**src/rtl/mfp_spi_sensor_responder.sv**
```systemverilog
// SPI responder standing in for the light-sensor ADC: oversamples CS/SCK, shifts out {zeros, sample, zeros}.
// SDO updates SYNC_STAGES+2 clocks after an SCK fall pin edge; also reports frame done/abort/extra clocks.
module mfp_spi_sensor_responder #(
  parameter int DATA_WIDTH  = 8,
  parameter int LEAD_ZEROS  = 3,
  parameter int FRAME_BITS  = 16,
  parameter int SYNC_STAGES = 2
) (
  input  logic                  SI_ClkIn,
  input  logic                  SI_Reset,
  input  logic                  SPI_CS,
  input  logic                  SPI_SCK,
  output logic                  SPI_SDO,
  input  logic [DATA_WIDTH-1:0] sample_value,
  output logic                  frame_done,
  output logic                  frame_abort,
  output logic                  extra_clk,
  output logic [15:0]           frame_count,
  output logic                  busy
);

  localparam int TRAIL_ZEROS = FRAME_BITS - LEAD_ZEROS - DATA_WIDTH;
  localparam int CNT_W = $clog2(FRAME_BITS + 1);
  localparam logic [CNT_W-1:0] LAST_BIT = CNT_W'(FRAME_BITS - 1);

  typedef enum logic [1:0] {IDLE, SHIFT, DONE} state_t;

  state_t                 state;
  logic [SYNC_STAGES-1:0] cs_sync;
  logic [SYNC_STAGES-1:0] sck_sync;
  logic                   cs_prev;
  logic                   sck_prev;
  logic                   cs_fall;
  logic                   cs_rise;
  logic                   sck_fall;
  logic [FRAME_BITS-1:0]  frame_word;
  logic [FRAME_BITS-1:0]  shreg;
  logic [CNT_W-1:0]       bit_cnt;

  // Leading zeros fall out of the zero-extension; trailing zeros come from the shift.
  assign frame_word = FRAME_BITS'(sample_value) << TRAIL_ZEROS;

  // Synchronizers idle high so reset release never looks like a CS or SCK fall.
  always_ff @(posedge SI_ClkIn or posedge SI_Reset) begin
    if (SI_Reset) begin
      cs_sync  <= '1;
      sck_sync <= '1;
      cs_prev  <= 1'b1;
      sck_prev <= 1'b1;
      cs_fall  <= 1'b0;
      cs_rise  <= 1'b0;
      sck_fall <= 1'b0;
    end else begin
      cs_sync  <= {cs_sync[SYNC_STAGES-2:0], SPI_CS};
      sck_sync <= {sck_sync[SYNC_STAGES-2:0], SPI_SCK};
      cs_prev  <= cs_sync[SYNC_STAGES-1];
      sck_prev <= sck_sync[SYNC_STAGES-1];
      cs_fall  <= cs_prev & ~cs_sync[SYNC_STAGES-1];
      cs_rise  <= ~cs_prev & cs_sync[SYNC_STAGES-1];
      sck_fall <= sck_prev & ~sck_sync[SYNC_STAGES-1];
    end
  end

  // shreg holds the bits still to be sent, MSB next; SDO carries the current bit.
  always_ff @(posedge SI_ClkIn or posedge SI_Reset) begin
    if (SI_Reset) begin
      state       <= IDLE;
      shreg       <= '0;
      bit_cnt     <= '0;
      frame_count <= '0;
      SPI_SDO     <= 1'b0;
      frame_done  <= 1'b0;
      frame_abort <= 1'b0;
      extra_clk   <= 1'b0;
      busy        <= 1'b0;
    end else begin
      frame_done  <= 1'b0;
      frame_abort <= 1'b0;
      case (state)
        IDLE: begin
          if (cs_fall) begin
            shreg     <= frame_word << 1;
            SPI_SDO   <= frame_word[FRAME_BITS-1];
            bit_cnt   <= '0;
            extra_clk <= 1'b0;
            busy      <= 1'b1;
            state     <= SHIFT;
          end
        end
        SHIFT: begin
          if (cs_rise) begin
            frame_abort <= 1'b1;
            SPI_SDO     <= 1'b0;
            busy        <= 1'b0;
            state       <= IDLE;
          end else if (sck_fall) begin
            if (bit_cnt == LAST_BIT) begin
              SPI_SDO     <= 1'b0;
              frame_done  <= 1'b1;
              frame_count <= frame_count + 16'd1;
              busy        <= 1'b0;
              state       <= DONE;
            end else begin
              SPI_SDO <= shreg[FRAME_BITS-1];
              shreg   <= shreg << 1;
              bit_cnt <= bit_cnt + CNT_W'(1);
            end
          end
        end
        DONE: begin
          if (cs_rise) begin
            state <= IDLE;
          end else if (sck_fall) begin
            extra_clk <= 1'b1;
          end
        end
        default: state <= IDLE;
      endcase
    end
  end

endmodule

```
**config.mk**
```make
export PLATFORM = sky130hd
export DESIGN_NAME = mfp_spi_sensor_responder
export DESIGN_NICKNAME = d
export VERILOG_FILES = /design/src/rtl/mfp_spi_sensor_responder.sv
export SDC_FILE = /design/constraint.sdc
export NUM_CORES = 1
export LEC_CHECK = 0
export CORE_AREA = 2 2 69 71
export CTS_CLUSTER_DIAMETER = 40
export DETAILED_ROUTE_END_ITERATION = 12
export DIE_AREA = 0 0 71 73
export HOLD_SLACK_MARGIN = 0.08
export PLACE_DENSITY = 0.76
export SETUP_SLACK_MARGIN = 0.02
export SYNTH_ARGS = -nofsm -noshare
export SYNTH_HDL_FRONTEND = slang
export SYNTH_SLANG_ARGS = --single-unit
```
**constraint.sdc**
```tcl
create_clock -name SI_ClkIn -period 1.8 [get_ports SI_ClkIn]
set_clock_uncertainty 0.05 [all_clocks]
set_input_delay 0.54 -clock SI_ClkIn [delete_from_list [all_inputs] [get_ports SI_ClkIn]]
set_output_delay 0.54 -clock SI_ClkIn [all_outputs]
set_load 0.02 [all_outputs]
```
After elaboration in Yosys (flattened, before gate mapping)
Cells that the tools add are included.

Multiply operators: 0. Eq/ne operators: 12. Div/mod/pow operators: 0. Multiplexer cells: 35. Magnitude comparators: 0. Shift operators: 0. Reduce and logical (&&, ||, !) cells: 9. Bitwise gates (word level): 7. Add/subtract/negate cells: 2.

Operators by type and width (count): $mux 16 (4); $pmux 16 s2 (1); $mux 5 (4); $add 16x1->16 const B (1); $mux 1 (16); $reduce_and 4->1 (4); $ne 2x2->1 const B (7); $mux 2 (5); $pmux 5 s2 (1); $ne 3x3->1 const B (2); $pmux 1 s2 (3); $pmux 2 s3 (1); $add 5x1->5 const B (1); $eq 5x4->1 const B (1); $reduce_and 5->1 (1); $not 1->1 (4); $reduce_bool 2->1 (2); $and 1x1->1 (3); $reduce_and 3->1 (1); $eq 2x1->1 const B (1); $eq 2x2->1 const B (1); $logic_not 2->1 (1).

Bits of input ports: 12. Output and inout port bits: 21. Word-level logic and storage cells: 81. Memory bits (read-only): 0. Bits in latches: 0. Bits in writable memories: 0. Memories: 0. Register bits after elaboration: 53.

Logic depth before layout (Yosys ltp)
Gate-level depths: netlist of run 1.

Depth after elaboration: 5. Mapped depth: 8. Gate-level depth less buffers: 7.

Worst setup path before layout of run 1
Ideal clock, no wire load.

Kind: reg-to-reg. Start: register bit_cnt[0]. End: register bit_cnt[3]. Clock period less this slack: 1.887 ns. Library setup time: 0.101 ns. Required time: 1.649 ns. Data arrival time: 1.736 ns. Cell stages (with the launch flop): 8. Path buffers: 1. Setup slack: -0.087 ns. Cells stage by stage: dfrtp_1 > ha_1 > and3_1 > ha_1 > nand4bb_1 > a21o_1 > buf_2 > o311ai_2.

Word-level cells in the longest chain between the ends: 5. Elaborated cells on any way between the ends: 8. Those cells by class: 1 x add/sub; 2 x eq/ne; 4 x mux; 1 x reduce/logical.

RTL lines: start: declaration (RTL line 38) `logic [CNT_W-1:0] bit_cnt;`; start signal: assignment (RTL line 106) `bit_cnt <= bit_cnt + CNT_W'(1);`; $add 5x1->5 (RTL line 106); $mux 5 (RTL line 97) `if (bit_cnt == LAST_BIT) begin`; $mux 5 (RTL line 96) `end else if (sck_fall) begin`; $mux 5 (RTL line 91) `if (cs_rise) begin`; $pmux 5 s2 (RTL line 79) `case (state)`.

Several ways; a longest one is shown, not always the timed one. The select of a mux whose other input is x is not followed. A chain may end at the register's enable or synchronous reset.

Worst setup path in the final report of run 1
Start: register bit_cnt[1]. End: register shreg[8].

Word-level cells in the longest chain between the ends: 3.

RTL lines: $eq 5x4->1 (RTL line 97); $ne 2x2->1 (no line); $reduce_and 5->1 (no line); end signal: assignment (RTL line 82) `shreg <= frame_word << 1;`; end signal: assignment (RTL line 105) `shreg <= shreg << 1;`; end: declaration (RTL line 37) `logic [FRAME_BITS-1:0] shreg;`.

No other way between the ends.

==> flow_metrics.tcl, run 1 <==
set metrics [dict create \
    status "complete, but fails checks" \
    violations "setup timing" \
    rows 25 \
    netlist_instances 186 \
    syn_avg_cell_area_sq_um 11.0 \
    worstHoldPathType "flop to flop" \
    cts.path.max_buffers 2 \
    crit_type "flop to flop" \
    ys.flop_type "dfrtp_1" \
    synthArstFlopShare_pct 100 \
    cts_inserted_buffers 5 \
    n_antenna_cell 0 \
    grt_pass1_wl_um 6550 \
    pre_cts_ws_ns -0.111 \
    grt_pass1_vias 1465 \
    synth-edff-count 0 \
    clock-sinks 47 \
    worstPathMaxFanout 5 \
    syn_area_sq_um 2050 \
    synth_top_area_share_pct 50.1 \
    path_clk_slew_ns 0.08 \
    yosys.area.top_type "dfrtp_1" \
    track_usage_pct 16.3 \
    ios 33 \
    worstMarginPinSlew_ns 0.421 \
    grt_overflow_total 0 \
    report.final.hold_viol_count 0 \
    drc_errors 0 \
    period_needed_ns 1.89 \
    routed_wl_um 3950 \
    finalInstanceArea_sq_um 2830 \
    regArea_sq_um 1180 \
    nets 254 \
    yosys_warnings 0 \
    crit_path_end_kind "flop" \
    fin_ws_ns -0.0937 \
    synth_compound_area_share_pct 7.64 \
    ant_nets 0 \
    fillers 373 \
    whs_ns 0.311 \
    max_cap_viol_count 0 \
    die_w_um 71 \
    cts-htree-levels 2 \
    drive_gt1_share_pct 28.3 \
    grt_max_degree 21 \
    cp_data_arrival_time_ns 2.06 \
    synth-seq-cells 47 \
    yosys.area_share.simple_pct 23.0 \
    max_freq_mhz 528 \
    via_per_inst 5.20 \
    cts_root_buf "clkbuf_8" \
    place_area_sq_um 2530 \
    synth_nets 201 \
    die_y_um 73 \
    multiInputGateArea_sq_um 947 \
    cts_tree "yes" \
    wl_per_cell_um 13.4 \
    power.leakage_nw 1.38 \
    die_area_sq_um 5180 \
    p_per_area_nw_per_um2 946 \
    dp_hpwl_um 2680 \
    drv_slew 0 \
    dr.pass1.iters 4 \
    fin_crit_sh_pct 105 \
    ys_seq_area_share_pct 57.8 \
    synth_mux_area_share_pct 0.550 \
    synth_top_family_by_area "simple AND/OR/NAND/NOR gates" \
    required_ns 1.97 \
    rsz0062_at_grt "true" \
    synthTopCellsByArea "dfrtp_1 50%, dfstp_2 7.7%, nand2_1 5.5%" \
    startpoint_type "flop" \
    antenna_found_initial 0 \
    drtIter0Drc 50 \
    slew_headroom_pct 71.9 \
    portBuffers 32 \
    finalSetupViolCount 16 \
    vias 1530 \
    power.total_mw 2.68 \
    synth_xor_area_share_pct 6.42 \
    core_area_sq_um 4540 \
    gp_congestion 0.755 \
    synth.distinct_cells 37 \
    syn2layout_area_growth_pct 38.4 \
    start_util_pct 45.1 \
    peakVddDrop_mv 0.605 \
    synthAdderAreaFrac_pct 1.83 \
    clk_latency_ns 0.30 \
]
-- cells by family (layout without fill, tap and decap cells) --
logic type,Yosys count,after routing
AOI/OAI and AO/OA,22,22
xor gates and xnor gates,15,15
adders and majority gates,3,3
buffers and inverters,12,66
DFF,47,47
muxes,1,1
and+or+nand+nor,86,86
-- critical path, cell delays in order, from the launching register on --
cell,delay [ns]
dfrtp_1,0.41
ha_2,0.19
and3_4,0.18
ha_4,0.15
nand4bb_4,0.19
a21oi_2,0.17
buf_4,0.16
buf_6,0.12
nor2_1,0.04
a31oi_1,0.15
-- power breakdown --
part	switching [mW]	internal, mW
sequential	0.108	1.20
clock	0.344	0.555
combinational	0.244	0.231
-- cells in the final DEF (no fill, tap or decap), drive strengths merged, types with 2 or more instances in the layout --
master         count
clkbuf             6
and3               2
and4               2
ha                 3
dfstp              6
xor2               7
and2               3
buf               21
a21o               2
nand3             10
inv                5
bufinv             2
a21oi              3
xnor2              8
nor3               2
and4bb             2
a31oi              7
nor2              19
clkdlybuf4s50     11
nand4              5
dlygate4sd2       21
dfrtp             41
nand2b             5
nor2b              3
o31ai              3
o21ai              2
o41ai              2
nand2             30
-- through the flow --
| stage | util [%] | std cells | TNS (ns) |
|---|---|---|---|
| 3_5_place_dp | 55.8 | 280 | -1.13 |
| 4_1_cts | 60.2 | 292 | -0.975 |
| 5_1_grt | 62.5 | 294 | -2.28 |
| 3_3_place_gp | 55.8 | 280 | -0.298 |
| 2_1_floorplan | - | 186 | -0.0344 |
| 6_report | 62.5 | 294 | -0.634 |
-- final timing paths --
check                             from     endpoint  slack, ns  cells after the start
max reg2reg                 bit_cnt[1]     shreg[8]      -0.09                      9
max in group asynchronous     SI_Reset     shreg[8]       0.77                      3
min in group asynchronous     SI_Reset    shreg[15]       0.48                      2
min reg2reg                sck_sync[0]  sck_sync[1]       0.31                      0
min                        sck_sync[0]  sck_sync[1]       0.31                      0
max                         bit_cnt[1]     shreg[8]      -0.09                      9
-- per-layer routing --
layer  up-vias  GRT usage, %  wire length [um]
li1        741             -                 -
met1       753          20.1              1680
met2        34          27.1              2080
met3         2          4.97               163
met4         0          6.29                29
met5         -             0                 0
-- final cells by class --
type / instances / area share [%]
sequential: 47 / 41.8
multi-input combinational: 127 / 33.4
timing repair buffer: 53 / 17.0
clock buffer: 6 / 2.56
tap: 54 / 2.39
clock inverter: 2 / 2.12
inverter: 5 / 0.663
-- registers in the layout (all words and copies together), names as in the netlist --
register and count:
sck_sync 2, cs_rise 1, extra_clk 1, state 2, bit_cnt 5, cs_prev 1
SPI_SDO 1, shreg 10, frame_abort 1, busy 1, frame_done 1, cs_fall 1
sck_fall 1, frame_count 16, sck_prev 1, cs_sync 2
-- cell usage after synthesis, types with 3 or more instances --
master     n
nand2_1   30
nor2b_1    3
nor2_1    19
and2_1     3
ha_1       3
xnor2_1    8
inv_1      5
dfstp_2    6
o31ai_1    3
nand2b_1   5
buf_2      5
a21oi_1    3
a31oi_1    7
xor2_1     7
dfrtp_1   41
nand4_1    3
nand3_1   10
-- timing repair --
action / 4_1_cts / 5_1_grt
gates cloned: 2 / 0
pin swaps: 9 / 7
setup endpoints to repair: 50 / 32
buffers inserted: 2 / 2
resized for setup: 38 / 21
hold buffers: 0 / 0
No activity file was read; power rests on OpenSTA's default activity.
==> run 2: changes to the inputs <==
--- a/config.mk
+++ b/config.mk
@@ -5,12 +5,13 @@
 export SDC_FILE = /design/constraint.sdc
 export NUM_CORES = 1
 export LEC_CHECK = 0
-export CORE_AREA = 2 2 69 71
+export CORE_AREA = 2 2 68 70
+export CTS_BUF_LIST = sky130_fd_sc_hd__clkbuf_2
 export CTS_CLUSTER_DIAMETER = 40
 export DETAILED_ROUTE_END_ITERATION = 12
-export DIE_AREA = 0 0 71 73
+export DIE_AREA = 0 0 70 72
 export HOLD_SLACK_MARGIN = 0.08
-export PLACE_DENSITY = 0.76
+export PLACE_DENSITY = 0.78
 export SETUP_SLACK_MARGIN = 0.02
 export SYNTH_ARGS = -nofsm -noshare
 export SYNTH_HDL_FRONTEND = slang
==> run 2 against run 1 <==
The run still ends with setup timing left. Largest power group unchanged. Wire length is 9.9% higher. Hold slack better by 0.013 ns. Sequential power hardly changed. Setup slack worse by 0.031 ns. Highest routed layer unchanged. Utilization is 3.9 points higher. Combinational power is 1% higher. Clock-buffer cell count is 1 lower. Die area is 2.8% lower. Total power is 13% lower.
==> flow_metrics.tcl, run 2 (synthesis results as in run 1) <==
set metrics [dict create \
    layout_common_cells "41 x dfrtp_1, 29 x buf_4, 28 x nand2_1, 21 x clkbuf_2, 13 x nor2_1" \
    largest_register_ffs 16 \
    grt_max_degree 48 \
    drv_slew 0 \
    final_common_cell "dfrtp_1" \
    grt_pass1_vias 1524 \
    drive_gt1_share_pct 38.0 \
    report.final.hold_viol_count 0 \
    core_area_sq_um 4260 \
    grt_overflow_total 0 \
    cts-htree-levels 2 \
    worst_path_max_delay_cell "dfrtp_1" \
    hold_end "sck_sync[1]" \
    ios 33 \
    rr_startpoint "bit_cnt[0]" \
    holdPathStages 0 \
    die_w_um 70 \
    cts_tree "yes" \
    vias 1598 \
    top_register "frame_count" \
    antenna_found_initial 0 \
    track_usage_pct 17.1 \
    hold_start "sck_sync[0]" \
    rows 24 \
    syn2layout_area_growth_pct 38.3 \
    clk_latency_ns 0.42 \
    via_per_inst 5.21 \
    holdBufCountCts 0 \
    routed_wl_um 4340 \
    netSwitchingFraction_pct 29.2 \
    n_antenna_cell 0 \
    crit_type "flop to flop" \
    internal_power_mw 1.66 \
    startpoint_type "flop" \
    rrSetupSlack_ns -0.12 \
    worstPathMaxFanout 9 \
    dr.pass1.iters 4 \
    portBuffers 32 \
    place_area_sq_um 2530 \
    reg2regPathDepth 9 \
    crit_path_end_kind "flop" \
    cts_root_buf "clkbuf_2" \
    p_per_area_nw_per_um2 826 \
    grt_pass1_wl_um 6820 \
    finalInstanceArea_sq_um 2830 \
    drc_errors 0 \
    dp_hpwl_um 2620 \
    path_clk_slew_ns 0.23 \
    largestRegisters "frame_count x16, shreg x10, bit_cnt x5" \
    crit_chain "ha_2 > and3_4 > ha_4 > nand4bb_4 > a21oi_2 > buf_6 > buf_12 > nor2_1 > a31oi_1" \
    cts.path.max_buffers 2 \
    max_cap_viol_count 0 \
    worstMarginPinSlew_ns 0.529 \
    pwr-share-clk_pct 24.2 \
    status "complete, but fails checks" \
    die_y_um 72 \
    gp_congestion 0.779 \
    p_seq_share_pct 55.2 \
    slew_headroom_pct 64.7 \
    p_sw_uw 683 \
    worstHoldPathType "flop to flop" \
    peakVddDrop_mv 0.556 \
    finalSetupViolCount 19 \
    nets 269 \
    drtIter0Drc 93 \
    max_freq_mhz 520 \
    period_needed_ns 1.92 \
    start_util_pct 48.0 \
    regToRegEndpoint "shreg[8]" \
    power.leakage_nw 1.40 \
    fin_ws_ns -0.124 \
    die_area_sq_um 5040 \
    combPwrFrac_pct 20.6 \
    ant_nets 0 \
    rsz0062_at_grt "true" \
    violations "setup timing" \
    clock-sinks 47 \
    cp_slowest_stage_delay_ns 0.44 \
    cp_data_arrival_time_ns 2.23 \
    wl_per_cell_um 14.1 \
    cts_inserted_buffers 5 \
    fin_crit_sh_pct 107 \
    power.total_mw 2.34 \
    required_ns 2.11 \
]
-- run 2: through the flow --
step	util, %	hold WS, ns	setup WS, ns	setup TNS [ns]	instances
after floorplan	-	0.295	-0.0344	-0.0344	186
after global placement	59.4	0.296	-0.0335	-0.156	277
after detailed placement	59.4	0.297	-0.0873	-0.738	277
after CTS	63.9	0.324	-0.0928	-0.706	297
after global routing	66.4	0.333	-0.218	-3.59	307
final	66.4	0.323	-0.124	-1.32	307
-- run 2: how the worst max path moves through the flow --
| stage | startpoint | end | slack (ns) | depth (start not counted) |
|---|---|---|---|---|
| 2_1_floorplan | bit_cnt[0] | bit_cnt[3] | -0.03 | 7 |
| 4_1_cts | bit_cnt[1] | shreg[8] | -0.09 | 9 |
| 5_1_grt | bit_cnt[0] | shreg[8] | -0.22 | 9 |
| 6_report | bit_cnt[0] | shreg[8] | -0.12 | 9 |
| 3_5_place_dp | bit_cnt[0] | shreg[12] | -0.09 | 9 |
| 3_3_place_gp | bit_cnt[0] | bit_cnt[3] | -0.03 | 6 |
-- run 2: routing by layer --
metal  track usage, %  routed length (um)  share of wire (%)
met1             19.8                1770                 41
met2             30.7                2260                 52
met3             5.14                 230                5.3
met4             5.13                  87                2.0
met5                0                   0                  0
-- run 2: critical path, delay by kind of cell (launching register included) --
kind	cells	cell delay [ns]
buf+inv	2	0.27
flops	1	0.44
simple gates	3	0.42
fa+ha+maj	2	0.34
compound gates	2	0.34
-- run 2: repair_timing --
| action | in CTS | in global routing |
|---|---|---|
| setup endpoints to repair | 53 | 54 |
| buffers inserted | 12 | 9 |
| gates cloned | 0 | 1 |
| gates resized for setup | 47 | 47 |
| pin swaps | 4 | 14 |
-- run 2: area by class of cell --
| type | count | area [sq um] |
|---|---|---|
| multi-input cells | 127 | 940 |
| repair buffers | 68 | 559 |
| flip-flops and latches | 47 | 1180 |
| clock buffers | 5 | 25.0 |
| well taps | 52 | 65.1 |
| clock inverters | 3 | 38.8 |
| inverters | 5 | 18.8 |
| fillers | 337 | 1430 |
-- run 2: power groups by stage --
stage | sequential, mW | combinational, mW | clock, mW
floorplan | 1.30 | 0.268 | 0
global placement | 1.30 | 0.404 | 0
detailed placement | 1.30 | 0.423 | 0
CTS | 1.28 | 0.436 | 0.584
global route | 1.30 | 0.538 | 0.629
finish | 1.29 | 0.482 | 0.566
==> run 3: changes to the inputs <==
--- a/config.mk
+++ b/config.mk
@@ -5,13 +5,14 @@
 export SDC_FILE = /design/constraint.sdc
 export NUM_CORES = 1
 export LEC_CHECK = 0
-export CORE_AREA = 2 2 68 70
+export CORE_AREA = 2 2 67 69
 export CTS_BUF_LIST = sky130_fd_sc_hd__clkbuf_2
 export CTS_CLUSTER_DIAMETER = 40
 export DETAILED_ROUTE_END_ITERATION = 12
-export DIE_AREA = 0 0 70 72
+export DIE_AREA = 0 0 69 71
+export DONT_BUFFER_PORTS = 1
 export HOLD_SLACK_MARGIN = 0.08
-export PLACE_DENSITY = 0.78
+export PLACE_DENSITY = 0.7
 export SETUP_SLACK_MARGIN = 0.02
 export SYNTH_ARGS = -nofsm -noshare
 export SYNTH_HDL_FRONTEND = slang
==> run 3 against run 2 <==
Hold slack lost 0.17 ns. The flow still finishes with violations (setup timing). Critical endpoint is now shreg[7]. Maximum frequency grew 1.6%. Global-route usage grew 0.94 points. Critical path type unchanged. Highest routed layer unchanged. Critical path depth shrank 1. Sequential power grew 3%. Sequential share of layout area grew 4.3 points. Clock-buffer cell count is the same.
==> flow_metrics.tcl, run 3 (synthesis results as in run 1) <==
set metrics [dict create \
    status "complete, but fails checks" \
    violations "setup timing" \
    power.leakage_nw 1.21 \
    post-route-util_pct 61.0 \
    fin_cells 266 \
    p_seq_share_pct 56.5 \
    cts_inserted_buffers 5 \
    layout_common_cells "41 x dfrtp_1, 26 x nand2_1, 16 x buf_4, 9 x nor2_2" \
    crit_path_end_kind "flop" \
    core_area_sq_um 4200 \
    ant_nets 0 \
    crit_type "flop to flop" \
    die_w_um 69 \
    via_per_inst 5.59 \
    n_antenna_cell 0 \
    dr.pass1.iters 4 \
    combPwrFrac_pct 19.6 \
    antenna_found_initial 0 \
    rows 24 \
    drc_errors 0 \
    netSwitchingFraction_pct 30.1 \
    cts-htree-levels 2 \
    drive_gt1_share_pct 35.0 \
    syn2layout_area_growth_pct 25.2 \
    final_common_cell "dfrtp_1" \
    fin_crit_sh_pct 105 \
    peakVddDrop_mv 0.630 \
    grt_max_degree 27 \
    portBuffers 0 \
    pwr-share-clk_pct 23.8 \
    largest_register_ffs 16 \
    start_util_pct 48.7 \
    max_freq_mhz 528 \
    top_register "frame_count" \
    p_sw_uw 710 \
    ios 33 \
    report.final.hold_viol_count 0 \
    fin_ws_ns -0.0939 \
    clock-sinks 47 \
    routed_wl_um 4160 \
    nets 228 \
    drv_slew 0 \
    cp_data_arrival_time_ns 2.21 \
    path_clk_slew_ns 0.23 \
    slew_headroom_pct 68.4 \
    startpoint_type "flop" \
    required_ns 2.12 \
    die_area_sq_um 4900 \
    grt_pass1_vias 1553 \
    finalSetupViolCount 18 \
    cts_tree "yes" \
    die_y_um 71 \
    p_per_area_nw_per_um2 921 \
    cts.path.max_buffers 2 \
    rrSetupSlack_ns -0.09 \
    max_cap_viol_count 0 \
    clk_latency_ns 0.43 \
    cts_root_buf "clkbuf_2" \
    worstPathMaxFanout 5 \
    vias 1486 \
    internal_power_mw 1.65 \
    gp_congestion 0.778 \
    period_needed_ns 1.89 \
    drtIter0Drc 31 \
    grt_overflow_total 0 \
    track_usage_pct 18.0 \
    dp_hpwl_um 2710 \
    grt_pass1_wl_um 7020 \
    rsz0062_at_grt "true" \
    worstHoldPathType "primary input to flop" \
    worstMarginPinSlew_ns 0.474 \
    wl_per_cell_um 15.7 \
    largestRegisters "frame_count x16, shreg x10, bit_cnt x5" \
    dp.cells 245 \
]
run 3: final timing paths:
path | start | end | depth (start not counted)
max in group asynchronous | SI_Reset | sck_sync[1] | 3
worst min-delay path | sample_value[0] | shreg[6] | 2
worst max register to register | bit_cnt[1] | shreg[7] | 8
min in group asynchronous | SI_Reset | bit_cnt[0] | 2
worst max-delay path | bit_cnt[1] | shreg[7] | 8
worst min register to register | sck_sync[0] | sck_sync[1] | 0
run 3: area by class of cell:
cell class	instances	area, sq um
Clock buffer	5	25.0
Clock inverter	3	38.8
Fill cell	350	1640
Inverter	5	18.8
Multi-Input combinational cell	127	983
Sequential cell	47	1180
Tap cell	52	65.1
Timing Repair Buffer	27	249
run 3: what timing repair did:
| item | CTS | global route |
|---|---|---|
| setup buffers | 5 | 3 |
| cloned | 2 | 0 |
| setup endpoints to repair | 29 | 33 |
| resized for setup | 19 | 28 |
| hold endpoints to repair | 20 | 0 |
| hold buffers | 3 | 0 |
| pin swaps | 7 | 13 |
run 3: worst max-delay path: stages, from the launching register on:
cell and delay [ns]:
dfrtp_1 0.43, ha_2 0.19, and3_4 0.18, ha_4 0.16, nand4bb_4 0.22, a21oi_4 0.24
buf_6 0.18, nor2_4 0.04, a31oi_2 0.15
run 3: power groups by stage:
stage               clock, mW  sequential (mW)  combinational, mW
floorplan                   0             1.30              0.268
global placement            0             1.33              0.296
detailed placement          0             1.33              0.320
CTS                     0.576             1.31              0.397
global route            0.621             1.36              0.515
finish                  0.562             1.33              0.463
run 3: layer usage:
layer / vias up / track usage (%) / wire length [um]
li1: 687 / - / -
met1: 744 / 19.6 / 1690
met2: 44 / 30.7 / 2110
met3: 11 / 6.13 / 254
met4: 0 / 10.7 / 104
met5: - / 0 / 0
run 3: stage by stage:
stage	TNS, ns	hold WS (ns)	power, mW	worst slack, ns	instance area (sq um)
after global routing	-3.07	0.117	2.49	-0.193	2560
after global placement	-0.859	0.296	1.62	-0.0911	2200
final	-0.918	0.150	2.36	-0.0939	2560
after floorplan	-0.0344	0.295	1.56	-0.0344	2060
after CTS	-0.885	0.143	2.29	-0.0785	2430
after detailed placement	-2.03	0.297	1.65	-0.194	2200
